--- src/rtl/screen_rx_oversample.sv ---
// 16x oversampling 8-bit LSB-first UART receiver with 3-sample majority vote.
// Optional even parity bit after D7 when SCREEN_RX_PARITY_EN is defined.
//
// state  | meaning
// IDLE   | waiting for synced rx 1->0 edge
// START  | validating start bit, glitch returns to IDLE
// DATA   | shifting in D0..D7
// PARITY | capturing parity bit (SCREEN_RX_PARITY_EN only)
// STOP   | sampling stop bit, delivers byte at mid-bit
module screen_rx_oversample #(
    parameter int OVS     = 16,
    parameter int SYNC_FF = 2
) (
    input  logic        clk,
    input  logic        rst_n,
    input  logic        uart_rx,
    input  logic [15:0] bps_num,
    output logic [7:0]  data_out,
    output logic        data_rx_flash,
    output logic        frame_err,
    output logic        parity_err,
    output logic        rx_busy
);

    localparam logic [3:0] OV_LAST = 4'(OVS - 1);
    localparam logic [3:0] OV_S0   = 4'(OVS / 2 - 1);
    localparam logic [3:0] OV_S1   = 4'(OVS / 2);
    localparam logic [3:0] OV_S2   = 4'(OVS / 2 + 1);

    typedef enum logic [2:0] {
        IDLE,
        START,
        DATA,
`ifdef SCREEN_RX_PARITY_EN
        PARITY,
`endif
        STOP
    } state_t;

    state_t              state;
    logic [SYNC_FF-1:0]  sync_q;
    logic                rx_s;
    logic                rx_prev;
    logic                start_edge;
    logic [15:0]         bps_num_q;
    logic [15:0]         div_cnt;
    logic [3:0]          ov_cnt;
    logic                tick;
    logic [2:0]          smp;
    logic [2:0]          bit_idx;
    logic [7:0]          shreg;
    logic                maj_bit;
    logic                maj_stop;
`ifdef SCREEN_RX_PARITY_EN
    logic                par_q;
`endif

    function automatic logic maj3(input logic a, input logic b, input logic c);
        return (a & b) | (a & c) | (b & c);
    endfunction

    assign rx_s       = sync_q[SYNC_FF-1];
    assign start_edge = rx_prev & ~rx_s;
    assign tick       = (div_cnt == bps_num_q);
    assign maj_bit    = maj3(smp[0], smp[1], smp[2]);
    // Stop decision is made on the third sample tick, so the live value is the third vote.
    assign maj_stop   = maj3(smp[0], smp[1], rx_s);

    // Preset to idle level so reset release never looks like a start edge.
    always_ff @(posedge clk or negedge rst_n) begin
        if (!rst_n) begin
            sync_q  <= '1;
            rx_prev <= 1'b1;
        end else begin
            sync_q  <= {sync_q[SYNC_FF-2:0], uart_rx};
            rx_prev <= rx_s;
        end
    end

    always_ff @(posedge clk or negedge rst_n) begin
        if (!rst_n) begin
            state         <= IDLE;
            bps_num_q     <= '0;
            div_cnt       <= '0;
            ov_cnt        <= '0;
            smp           <= '0;
            bit_idx       <= '0;
            shreg         <= '0;
            data_out      <= '0;
            data_rx_flash <= 1'b0;
            frame_err     <= 1'b0;
            parity_err    <= 1'b0;
            rx_busy       <= 1'b0;
`ifdef SCREEN_RX_PARITY_EN
            par_q         <= 1'b0;
`endif
        end else begin
            data_rx_flash <= 1'b0;
            if (state != IDLE) begin
                div_cnt <= tick ? 16'd0 : div_cnt + 16'd1;
                if (tick) begin
                    ov_cnt <= ov_cnt + 4'd1;
                    if (ov_cnt == OV_S0) smp[0] <= rx_s;
                    if (ov_cnt == OV_S1) smp[1] <= rx_s;
                    if (ov_cnt == OV_S2) smp[2] <= rx_s;
                end
            end
            case (state)
                IDLE: begin
                    if (start_edge) begin
                        state     <= START;
                        rx_busy   <= 1'b1;
                        bps_num_q <= bps_num;
                        div_cnt   <= '0;
                        ov_cnt    <= '0;
                    end
                end
                START: begin
                    if (tick && ov_cnt == OV_LAST) begin
                        if (!maj_bit) begin
                            state   <= DATA;
                            bit_idx <= '0;
                        end else begin
                            state   <= IDLE;
                            rx_busy <= 1'b0;
                        end
                    end
                end
                DATA: begin
                    if (tick && ov_cnt == OV_LAST) begin
                        shreg   <= {maj_bit, shreg[7:1]};
                        bit_idx <= bit_idx + 3'd1;
                        if (bit_idx == 3'd7) begin
`ifdef SCREEN_RX_PARITY_EN
                            state <= PARITY;
`else
                            state <= STOP;
`endif
                        end
                    end
                end
`ifdef SCREEN_RX_PARITY_EN
                PARITY: begin
                    if (tick && ov_cnt == OV_LAST) begin
                        par_q <= maj_bit;
                        state <= STOP;
                    end
                end
`endif
                STOP: begin
                    if (tick && ov_cnt == OV_S2) begin
                        data_out      <= shreg;
                        frame_err     <= ~maj_stop;
`ifdef SCREEN_RX_PARITY_EN
                        parity_err    <= ^{shreg, par_q};
`endif
                        data_rx_flash <= 1'b1;
                        state         <= IDLE;
                        rx_busy       <= 1'b0;
                    end
                end
                default: begin
                    state   <= IDLE;
                    rx_busy <= 1'b0;
                end
            endcase
        end
    end

endmodule

--- config.mk ---
export PLATFORM = sky130hd
export DESIGN_NAME = screen_rx_oversample
export DESIGN_NICKNAME = d
export VERILOG_FILES = /design/src/rtl/screen_rx_oversample.sv
export SDC_FILE = /design/constraint.sdc
export NUM_CORES = 1
export LEC_CHECK = 0
export ABC_CLOCK_PERIOD_IN_PS = 5600
export BUFFER_PORTS_ARGS = -buffer_cell sky130_fd_sc_hd__buf_2
export CELL_PAD_IN_SITES_DETAIL_PLACEMENT = 1
export CELL_PAD_IN_SITES_GLOBAL_PLACEMENT = 1
export CORE_ASPECT_RATIO = 0.8
export CORE_MARGIN = 2
export CORE_UTILIZATION = 53
export CTS_BUF_LIST = sky130_fd_sc_hd__clkbuf_8
export CTS_CLUSTER_DIAMETER = 50
export DETAILED_ROUTE_END_ITERATION = 8
export GPL_ROUTABILITY_DRIVEN = 0
export GPL_TIMING_DRIVEN = 0
export PLACE_DENSITY_LB_ADDON = 0.05
export SETUP_SLACK_MARGIN = 0.5
export SLEW_MARGIN = 40
export SYNTH_ARGS = -nofsm -noshare
export SYNTH_HDL_FRONTEND = slang
export SYNTH_SLANG_ARGS = --single-unit
--- constraint.sdc ---
create_clock -name clk -period 5.6 [get_ports clk]
set_clock_uncertainty 0.2 [all_clocks]
set_input_delay 0.56 -clock clk [delete_from_list [all_inputs] [get_ports clk]]
set_output_delay 0.56 -clock clk [all_outputs]
set_load 0.005 [all_outputs]
==> impl_metrics.toml <==
[worst_setup_path]
critical_path.max_fanout = 6
critPathArrivalTime_ps = 2610
r2r-start = "div_cnt[9]$_DFF_PN0_"
r2r_end = "smp[0]$_DFFE_PN0P_"
startpoint_type = "register"
rr_worst_depth = 5
cp.required_ps = 5630
critPathCaptureType = "register"
path_class = "reg -> reg"
reg2reg_slack_ps = 3020

[logic_synthesis]
synthSimpleGateAreaFrac = 0.129
yosys_warnings = 1
syn_inst = 254
synth_area_leader_cell = "dfrtp_1"
synth_seq_area_share = 0.531
synth_top_family_by_area = "multiplexers"
synth-adder-area-share = 0.0305
synth-seq-cells = 66
ys_types = 40
synth-xor-area-share = 0.0843
synth_commonest_cells = "63 x dfrtp_1, 27 x mux2_2, 25 x xor2_1, 24 x nor2_1, 13 x nand2_1"
synth_mux_area_frac = 0.136
postSynthAreaPerCell_um2 = 12.3
synth_fp_nets = 279
synth_flop_cell = "dfrtp_1"
synth_area_um2 = 3120
synth_compound_area_frac = 0.0566
async_reset_ff_frac = 1.00
synth-edff-count = 0
synthTopCellsByArea = "dfrtp_1 51%, mux2_2 9.8%, xor2_1 7.0%, mux2_4 3.9%, nor2_1 2.9%"
synth.most_common_cell = "dfrtp_1"
synth_top_area_share = 0.506

[floorplan]
core_um2 = 5560
dieArea_um2 = 6510
start_util = 0.561
die_h_um = 72.6
io_pins = 31
std_cell_rows = 24
die_w_um = 89.7

[route]
drc = 0
ant_nets = 0
wl_per_cell_um = 19.8
viasPerCell = 5.55
vias = 2102
drt_iter0_markers = 71
drt-pass1-iter-count = 4
routed_wl_um = 7490

[cts]
root_buffer = "clkbuf_8"
clk_latency_ps = 350
clock_sinks = 66
cts_tree = "built"
numCtsBuffers = 9
htreeDepth = 3
clk_pin_slew_ps = 70
holdBufCountCts = 1
post_cts_buffers = 0
cts_buffer_depth = 2
cts_resized = 0

[finish]
fillCellCount = 573
num_antenna_cells = 0
nets = 321
final_area_um2 = 3600
drive_above_1_share = 0.329
areaGrowthSynthToFinish_pct = 15.4

[sta]
fin_ws_ps = 3020
hold_viol = 0
period_share = 0.461
setup_viol = 0
period_minus_slack_ps = 2580
relSlewSlack = 0.516
grt_setup_unrepaired = "no"
worst_pin_slew_ps = 719
fin_setup_tns_ps = 0
hold_slack_ps = 108
fmax_ghz = 0.388
slew_violations = 0

[power]
p_sw_frac = 0.308
powerDensity_nw_per_um2 = 367
switchingPower_mw = 0.407
peakVddDrop_mv = 0.210
seqPwrFrac = 0.486
clkPwrFrac = 0.315
pwr-share-comb = 0.199
p_int_mw = 0.913
p_total_mw = 1.32
leakage_nw = 1.78

[placed_design]
dp_hpwl_um = 5060
place_ws_ps = 3060
port_buffers = 29
place_area_um2 = 3380

[grt]
grt_first_pass_wirelength_um = 12500
grt_max_degree = 42
grtUsageTotal = 0.258
grt_pass1_vias = 2298
antenna_found_initial = 0
grt-ovfl-total = 0

[worst_hold_path]
hold_class = "in -> reg"
hold_depth = 1
min_to = "sync_q[0]$_DFF_PN1_"
hp-start = "uart_rx"

[run]
maxCapViolations = 0

[outcome]
outcome = "finished clean"
==> metrics by stage <==
step | instances | util
finish | 379 | 0.648
global route | 379 | 0.648
detailed placement | 362 | 0.609
global placement | 361 | 0.605
CTS | 379 | 0.648
floorplan | 254 | -
==> power groups by stage <==
| stage | Clock (mW) | Combinational, mW | Sequential, mW |
|---|---|---|---|
| 2_1_floorplan | 0 | 0.191 | 0.622 |
| 3_3_place_gp | 0 | 0.238 | 0.640 |
| 3_5_place_dp | 0 | 0.257 | 0.648 |
| 4_1_cts | 0.422 | 0.265 | 0.643 |
| 5_1_grt | 0.439 | 0.290 | 0.655 |
| 6_report | 0.416 | 0.262 | 0.642 |
==> layer usage <==
metal  global-route usage  up-vias  share of wire
met1                0.316     1050           0.44
met2                0.453       57           0.50
li1                     -      981              -
met5                    0        -              0
met4                0.104        0          0.020
met3               0.0620       14          0.044
==> final cells by class <==
type,count,area (um2),share of cell area
timing repair buffer,31,178,0.0494
clock inverter,5,53.8,0.0150
sequential,66,1660,0.460
buffer,11,78.8,0.0219
clock buffer,11,151,0.0421
tap,78,97.6,0.0271
multi-input combinational,172,1360,0.379
inverter,5,18.8,0.00522
==> logic make-up (layout without fill, tap and decap cells) <==
group | count (synthesis) | in the layout
compound gates | 25 | 25
xor+xnor | 30 | 30
fa+ha+maj | 8 | 8
buf+inv | 16 | 63
flops | 66 | 66
mux | 35 | 35
other cells | 1 | 1
simple gates | 73 | 73
==> sequential cells by signal (all words and copies together), names as in the netlist, 2 cells and up <==
register,count
ov_cnt,4
bps_num_q,16
data_out,8
smp,3
shreg,8
sync_q,2
bit_idx,3
state,2
div_cnt,16
==> critical path, cell delays in order, from the launching register on <==
cell,delay [ps]
dfrtp_1,450
xor2_1,200
nor4_2,440
nand4_1,390
nor4_1,410
mux2_2,370
==> layout by cell type, fill, tap and decap left out, types with 3 or more instances in the layout <==
cell type,n
o21ai_0,4
ha_1,6
o31ai_1,3
mux2_2,27
a21oi_1,5
a211o_1,3
nand3_1,10
nand2_1,13
dfstp_2,3
dfrtp_1,63
buf_4,3
clkbuf_8,11
nor4_2,4
and3_1,4
nor2_1,24
mux2_4,8
xnor2_1,5
xor2_1,25
nand4_1,5
and4_1,3
inv_1,6
buf_2,33
==> how the worst max path moves through the flow <==
stage | start | slack, ps | to | cells after the start
floorplan | div_cnt[5]$_DFF_PN0_ | 3470 | shreg[0]$_DFFE_PN0P_ | 7
global placement | div_cnt[9]$_DFF_PN0_ | 3140 | smp[0]$_DFFE_PN0P_ | 5
detailed placement | div_cnt[9]$_DFF_PN0_ | 3060 | smp[0]$_DFFE_PN0P_ | 5
CTS | div_cnt[7]$_DFF_PN0_ | 3050 | smp[0]$_DFFE_PN0P_ | 5
global route | div_cnt[7]$_DFF_PN0_ | 2940 | smp[0]$_DFFE_PN0P_ | 5
finish | div_cnt[9]$_DFF_PN0_ | 3020 | smp[0]$_DFFE_PN0P_ | 5
Note: power is estimated with default switching activity, not from simulation.
